===== src/rtl/alu_flag_stage_pkg.sv =====
// rtl/alu_flag_stage_pkg.sv - shared types and constants for the ALU flag stage
package alu_flag_stage_pkg;

   // Condition codes evaluated against the architectural FLAGS register
   localparam logic [3:0] COND_AL = 4'd0;   // always
   localparam logic [3:0] COND_EQ = 4'd1;   // ZF
   localparam logic [3:0] COND_NE = 4'd2;   // !ZF
   localparam logic [3:0] COND_LT = 4'd3;   // SF != OF
   localparam logic [3:0] COND_GE = 4'd4;   // SF == OF
   localparam logic [3:0] COND_GT = 4'd5;   // !ZF && SF == OF
   localparam logic [3:0] COND_LE = 4'd6;   // ZF || SF != OF
   localparam logic [3:0] COND_CS = 4'd7;   // CF
   localparam logic [3:0] COND_CC = 4'd8;   // !CF
   localparam logic [3:0] COND_VS = 4'd9;   // OF
   localparam logic [3:0] COND_VC = 4'd10;  // !OF
   localparam logic [3:0] COND_MI = 4'd11;  // SF
   localparam logic [3:0] COND_PL = 4'd12;  // !SF
   localparam logic [3:0] COND_HI = 4'd13;  // !CF && !ZF
   localparam logic [3:0] COND_LS = 4'd14;  // CF || ZF
   localparam logic [3:0] COND_NV = 4'd15;  // never

   // Bit positions inside the 4-bit FLAGS vector {OF,SF,ZF,CF}
   localparam int FLAG_OF = 3;
   localparam int FLAG_SF = 2;
   localparam int FLAG_ZF = 1;
   localparam int FLAG_CF = 0;

   // One buffered adder result
   typedef struct packed {
      logic [15:0] sum;
      logic [2:0]  dest;
      logic        of;
      logic        sf;
      logic        zf;
      logic        cf;
      logic        flag_we;
   } entry_t;

   // Pack an entry's flags into FLAGS bit order
   function automatic logic [3:0] entry_flags(input entry_t e);
      logic [3:0] f;
      f          = 4'b0000;
      f[FLAG_OF] = e.of;
      f[FLAG_SF] = e.sf;
      f[FLAG_ZF] = e.zf;
      f[FLAG_CF] = e.cf;
      return f;
   endfunction

endpackage


===== src/rtl/alu_flag_stage_cond_eval.sv =====
// rtl/alu_flag_stage_cond_eval.sv - condition-code decoder over the FLAGS register
module cond_eval
   import alu_flag_stage_pkg::*;
(
   input  logic [3:0] flags,
   input  logic [3:0] cond,
   output logic       cond_true
);

   logic w_of, w_sf, w_zf, w_cf;

   assign w_of = flags[FLAG_OF];
   assign w_sf = flags[FLAG_SF];
   assign w_zf = flags[FLAG_ZF];
   assign w_cf = flags[FLAG_CF];

   // Decode the condition against the current flag values
   always_comb begin
      cond_true = 1'b0;
      case (cond)
         COND_AL: cond_true = 1'b1;
         COND_EQ: cond_true = w_zf;
         COND_NE: cond_true = !w_zf;
         COND_LT: cond_true = (w_sf != w_of);
         COND_GE: cond_true = (w_sf == w_of);
         COND_GT: cond_true = !w_zf && (w_sf == w_of);
         COND_LE: cond_true = w_zf || (w_sf != w_of);
         COND_CS: cond_true = w_cf;
         COND_CC: cond_true = !w_cf;
         COND_VS: cond_true = w_of;
         COND_VC: cond_true = !w_of;
         COND_MI: cond_true = w_sf;
         COND_PL: cond_true = !w_sf;
         COND_HI: cond_true = !w_cf && !w_zf;
         COND_LS: cond_true = w_cf || w_zf;
         COND_NV: cond_true = 1'b0;
         default: cond_true = 1'b0;
      endcase
   end

endmodule


===== src/rtl/alu_flag_stage.sv =====
// rtl/alu_flag_stage.sv - 2-entry result buffer with retire-time FLAGS update
module alu_flag_stage
   import alu_flag_stage_pkg::*;
#(
   parameter int DEPTH = 2
)(
   input  logic        clk,
   input  logic        rst,
   input  logic        in_valid,
   output logic        in_ready,
   input  logic [15:0] in_sum,
   input  logic        in_of,
   input  logic        in_sf,
   input  logic        in_zf,
   input  logic        in_cf,
   input  logic        in_flag_we,
   input  logic [2:0]  in_dest,
   output logic        out_valid,
   input  logic        out_ready,
   output logic [15:0] out_sum,
   output logic [2:0]  out_dest,
   input  logic        flags_ld,
   input  logic [3:0]  flags_in,
   output logic [3:0]  flags,
   input  logic [3:0]  cond,
   output logic        cond_true
);

   localparam logic [1:0] L_FULL = 2'(DEPTH);

   entry_t     r_mem [0:1];
   logic       r_wr_ptr;
   logic       r_rd_ptr;
   logic [1:0] r_count;
   logic [3:0] r_flags;

   logic       w_push;
   logic       w_pop;
   entry_t     w_in;
   entry_t     w_head;

   assign w_in = '{sum: in_sum, dest: in_dest, of: in_of, sf: in_sf,
                   zf: in_zf, cf: in_cf, flag_we: in_flag_we};

   // Handshake status comes from the registered count only
   assign in_ready  = (r_count < L_FULL);
   assign out_valid = (r_count != 2'd0);
   assign w_push    = in_valid && in_ready;
   assign w_pop     = out_valid && out_ready;

   assign w_head   = r_mem[r_rd_ptr];
   assign out_sum  = w_head.sum;
   assign out_dest = w_head.dest;
   assign flags    = r_flags;

   // Entry storage is written on push and needs no reset
   always_ff @(posedge clk) begin
      if (w_push) r_mem[r_wr_ptr] <= w_in;
   end

   // Pointer and occupancy bookkeeping; 1-bit pointers wrap naturally
   always_ff @(posedge clk or posedge rst) begin
      if (rst) begin
         r_wr_ptr <= 1'b0;
         r_rd_ptr <= 1'b0;
         r_count  <= 2'd0;
      end else begin
         if (w_push) r_wr_ptr <= ~r_wr_ptr;
         if (w_pop)  r_rd_ptr <= ~r_rd_ptr;
         if (w_push && !w_pop)      r_count <= r_count + 2'd1;
         else if (!w_push && w_pop) r_count <= r_count - 2'd1;
      end
   end

   // FLAGS: direct load wins over the retiring entry's flag update
   always_ff @(posedge clk or posedge rst) begin
      if (rst) begin
         r_flags <= 4'b0000;
      end else if (flags_ld) begin
         r_flags <= flags_in;
      end else if (w_pop && w_head.flag_we) begin
         r_flags <= entry_flags(w_head);
      end
   end

   cond_eval u_cond_eval (
      .flags     (r_flags),
      .cond      (cond),
      .cond_true (cond_true)
   );

endmodule


===== config.mk =====
export PLATFORM = sky130hd
export DESIGN_NAME = alu_flag_stage
export DESIGN_NICKNAME = d
export VERILOG_FILES = /design/src/rtl/alu_flag_stage_pkg.sv /design/src/rtl/alu_flag_stage_cond_eval.sv /design/src/rtl/alu_flag_stage.sv
export SDC_FILE = /design/constraint.sdc
export NUM_CORES = 1
export LEC_CHECK = 0
export CORE_UTILIZATION = 40
export CTS_CLUSTER_DIAMETER = 30
export DETAILED_ROUTE_END_ITERATION = 10
export HOLD_SLACK_MARGIN = 0.15
export PLACE_DENSITY = 0.77
export SYNTH_ARGS = -nofsm -noshare
export SYNTH_HDL_FRONTEND = slang
export SYNTH_SLANG_ARGS = --single-unit

===== constraint.sdc =====
create_clock -name clk -period 3.9 [get_ports clk]
set_input_delay 0.39 -clock clk [delete_from_list [all_inputs] [get_ports clk]]
set_output_delay 0.39 -clock clk [all_outputs]
set_load 0.05 [all_outputs]

### Word level (Yosys, flattened, before mapping)

Memories as Yosys holds them, arrays and structs flattened.
Cells that the tools add are included.

* register bits after elaboration: 8
* bits in writable memories: 48
* bits of input ports: 37
* output and inout bits: 26
* logic and storage cells: 53
* memories: 1

* $add $sub $neg: 2
* $lt $le $gt $ge: 1
* eq/ne operators: 17
* muxes and demuxes: 7
* bitwise logic cells: 2
* reduce and logical (&&, ||, !) cells: 19

Memories
* r_mem: depth 2, width 24, read ports 1, clocked after Yosys merged registers in 0, write ports 1, line alu_flag_stage.sv:31 `entry_t r_mem [0:1];`

Operators by type and width (number)
* $eq 4x4->1 const B: 8
* $eq 4x3->1 const B: 4
* $pmux 1 s16: 1
* $eq 4x2->1 const B: 2
* $mux 4: 2
* $logic_and 1x1->1: 7
* $logic_not 1->1: 6
* $reduce_bool 2->1: 3
* $eq 4x1->1 const B: 1
* $logic_not 4->1: 1
* $mux 2: 2
* $add 2x1->2 const B: 1
* $logic_or 1x1->1: 2
* $lt 2x2->1 const B: 1
* $mux 1: 2
* $not 1->1: 2
* $sub 2x1->2 const B: 1
* $eq 1x1->1: 1
* $ne 1x1->1: 1

### Logic depth before layout (Yosys ltp)

* depth after elaboration: 6
* depth in mapped cells: 6
* gate-level depth less buffers: 6

### Modules after synthesis

Synthesis repeated with hierarchy kept, for this count alone.

* cells, all modules: 139
* area, all modules: 2337.2 sq um

Modules (own cells, without submodules)
* alu_flag_stage: instances 1, cells each 111, area an instance 2134.5 sq um, seq. area each 1641.6 sq um
* cond_eval: instances 1, cells each 28, area an instance 202.7 sq um, seq. area each 0.0 sq um

### Least setup slack after synthesis

Ideal clock, no wire load.

* path kind: input -> register
* start: input port in_valid
* end: memory r_mem[0][0] (netlist bit) (enable)
* setup time: 408 ps
* data arrival time: 1770 ps
* required time: 3492 ps
* setup slack: 1723 ps
* stages: 2
* path buffers: 0
* cell sequence: nor2b_1 -> nor2b_1

* longest elaborated chain between the ends: 3

RTL lines
* start: declaration: line alu_flag_stage.sv:9 `input logic in_valid,`
* $logic_and 1x1->1: line alu_flag_stage.sv:48 `assign w_push = in_valid && in_ready;`
* $mux 1: line alu_flag_stage.sv:58 `if (w_push) r_mem[r_wr_ptr] <= w_in;`
* $mux 1 (implied by the code): line alu_flag_stage.sv:58
* end: declaration: line alu_flag_stage.sv:31

No other way between the ends.

### Worst setup path in the final report

* start: input port cond[3]
* end: output port cond_true

* longest elaborated chain between the ends: 2
* elaborated cells between the ends (all ways): 17
* those cells by class: eq/ne (15); mux (1); reduce/logical (1)

RTL lines
* start: declaration: line alu_flag_stage.sv:25 `input logic [3:0] cond,`
* $eq 4x4->1, or another cell as far along: line alu_flag_stage_cond_eval.sv:20 `case (cond)`
* $pmux 1 s16 (*): line alu_flag_stage_cond_eval.sv:20
* end: declaration: line alu_flag_stage.sv:26 `output logic cond_true`

Mark *: on every way between the ends. The rest lies on a longest branch, timed or not.

==> impl_metrics.tcl <==
set metrics [dict create \
    endpoint_kind "primary output" \
    first_pass_iters 4 \
    synth.avg_cell_area_um2 16.4 \
    r2r_slack_ns 1.92 \
    drt_iter0_markers 49 \
    slowest_delay_ns 0.80 \
    timing.final.max_slew_violations 0 \
    status "finished clean" \
    final.fill_count 461 \
    start_util_pct 41.8 \
    antenna_found_initial 0 \
    grt_max_degree 25 \
    wire_per_inst_um 13.8 \
    crit_required_ns 3.51 \
    cp_max_fo 6 \
    min_path_type "in -> async" \
    synth-seq-cells 56 \
    finalSetupTns_ns 0 \
    cts_tree "yes" \
    final_cells 280 \
    grt_use_total_pct 13.2 \
    synth.area.mux_share_pct 14.9 \
    synth-simple-area-share_pct 5.94 \
    placedCellCount 272 \
    cp_num_buf_inv 2 \
    syn_area_mm2 0.00232 \
    r2r_start "r_rd_ptr" \
    period_minus_slack_ns 2.84 \
    seq_area_mm2 0.00164 \
    hold_violations 0 \
    die_x_um 78.1 \
    yosys_warnings 0 \
    syn_nets 179 \
    num_rows 27 \
    synth-adder-area-share_pct 0.540 \
    synth_xor_area_share_pct 2.27 \
    die-area_mm2 0.00610 \
    finalWirelength_um 3870 \
    cts_root_buf "clkbuf_8" \
    path_clk_slew_ns 0.09 \
    cts_resized 0 \
    synthDistinctLibCells 30 \
    post-route-util_pct 56.5 \
    gr-total-overflow 0 \
    fin_crit_sh_pct 72.9 \
    grt_pass1_vias 1376 \
    num_vias 1325 \
    powerDensity_mw_per_mm2 727 \
    ir_worst_vdd_uv 412 \
    fin_skew_ns 0.00423 \
    maxCapViolCount 0 \
    dp_hpwl_um 2680 \
    grt_pass1_wl_um 6200 \
    setup.worst_path.class "in -> out" \
    postSynthCellCount 141 \
    p_leak_nw 1.12 \
    cpMostUsedCell "clkdlybuf4s50_1" \
    numClockSinks 56 \
    drive_above_1_share_pct 18.8 \
    via_per_inst 4.73 \
    finalNetCount 245 \
    place.gp.congestion 0.796 \
    synth_top_family_by_area "multiplexers" \
    reg2reg_to "flags[2]" \
    io_pins 63 \
    drcViolationCount 0 \
    multi_input_area_um2 634 \
    fmax_mhz 352 \
    cpLargestDelayFamily "buffers and inverters" \
    finalSetupViolations 0 \
    start_kind "primary input" \
    worstPathArrival_ns 2.45 \
    cp_slowest_cell "clkdlybuf4s50_1" \
    cts_buffers 5 \
    synth-compound-area-share_pct 3.67 \
    relSlewSlack_pct 34.6 \
    r2r_cells 4 \
    yosysSeqAreaShare_pct 70.9 \
    rsz0062_at_grt "no" \
    io_buffers 62 \
    coreArea_mm2 0.00554 \
    area_growth_pct 35.1 \
    tightest_slew_ns 0.981 \
    cts.path.max_buffers 2 \
    ant_nets 0 \
    n_antenna_cell 0 \
    path_cells "clkdlybuf4s50_1, a21oi_1, a32oi_2, mux2i_1, o21ai_1, nand3_1, clkdlybuf4s50_1" \
    post_cts.repair.setup_buffers 0 \
    htreeDepth 2 \
    cts_hold_buf 0 \
    clk_latency_ns 0.29 \
    die_height_um 78.1 \
]
[sequential cells by signal (all words and copies together) (netlist names)]
name      cells
r_count       2
r_mem        48
flags         4
r_rd_ptr      1
r_wr_ptr      1
[worst reg2reg max path, cell delays in order (launching register included)]
cell and delay [ns]:
dfrtp_1 1.00, buf_4 0.29, mux2i_1 0.20, o21ai_0 0.11, mux2_4 0.28
[cell usage after synthesis]
cell	instances	area [um^2]
nor2b_1	2	12.5
mux2_4	4	60.1
or2b_1	1	7.51
xor2_1	2	17.5
a31oi_1	1	6.26
and2_1	1	6.26
mux2i_1	7	70.1
a32oi_2	1	16.3
buf_4	1	7.51
nor2_4	1	11.3
dfrtp_1	8	200
clkbuf_1	1	3.75
xnor2_1	4	35.0
nand2b_1	1	6.26
edfxtp_1	48	1440
inv_1	3	11.3
o21ai_0	6	30.0
buf_2	4	20.0
nand3b_1	1	7.51
mux2_2	19	214
a21oi_1	4	20.0
a211oi_1	1	7.51
ha_1	1	12.5
nand2_4	1	11.3
nand2_1	6	22.5
or2_4	1	8.76
nor2_2	1	6.26
nor2_1	6	22.5
nand3_1	3	15.0
o21ai_1	1	5.00
[metal layers]
layer	global-route usage, %	part of all wire, %	up-vias
met5	0	0	-
met4	2.22	0.57	0
met3	4.53	7.3	3
met2	22.2	48	48
met1	16.7	44	626
li1	-	-	648
[area by class of cell]
type / count / area share [%]
Sequential cell: 56 / 52.5
Timing Repair Buffer: 65 / 20.6
Multi-Input combinational cell: 76 / 20.3
Tap cell: 72 / 2.88
Clock buffer: 6 / 2.32
Clock inverter: 2 / 1.12
Inverter: 3 / 0.360
[layout by cell type (no fill, tap or decap), types with 2 or more instances in the layout]
cell type / count
mux2_4: 4
xor2_1: 2
buf_4: 3
inv_1: 3
clkdlybuf4s50_1: 62
o21ai_0: 6
mux2_2: 19
nor2_1: 6
nand3_1: 3
mux2i_1: 7
edfxtp_1: 48
dfrtp_1: 8
nand2_1: 6
xnor2_1: 4
clkbuf_8: 5
a21oi_1: 4
[how the worst max path moves through the flow]
| stage | start | end | slack (ns) | cells past startpoint |
|---|---|---|---|---|
| 6_report | cond[3] | cond_true | 1.06 | 7 |
| 5_1_grt | cond[0] | cond_true | 0.93 | 7 |
| 4_1_cts | r_rd_ptr | out_sum[9] | 1.06 | 2 |
| 3_5_place_dp | cond[3] | cond_true | 1.09 | 7 |
| 3_3_place_gp | cond[3] | cond_true | 1.14 | 7 |
| 2_1_floorplan | in_valid | r_mem[0][0] | 1.72 | 2 |
[power by group]
part / internal, mW / total, mW / switching, mW
combinational: 0.419 / 1.02 / 0.602
clock: 0.191 / 0.358 / 0.167
sequential: 0.792 / 0.895 / 0.103
[cell families (layout without fill, tap and decap cells)]
kind of cell,count (synthesis),count (layout)
AO/OA/AOI/OAI,14,14
adder cells (fa/ha/maj),1,1
AND/OR/NAND/NOR,25,25
XOR/XNOR,6,6
multiplexers,30,30
flip-flops,56,56
buffers and inverters,9,76
[metrics by stage]
step                      power, mW  worst slack [ns]  hold WS (ns)  area (um^2)
after floorplan                1.62              1.72         0.206         2320
after global placement         1.93              1.14         0.487         3020
after detailed placement       1.93              1.09         0.492         3020
after CTS                      2.29              1.06         0.339         3130
after global routing           2.37             0.935         0.353         3130
final                          2.27              1.06         0.333         3130
(Power assumes the default switching activity.)
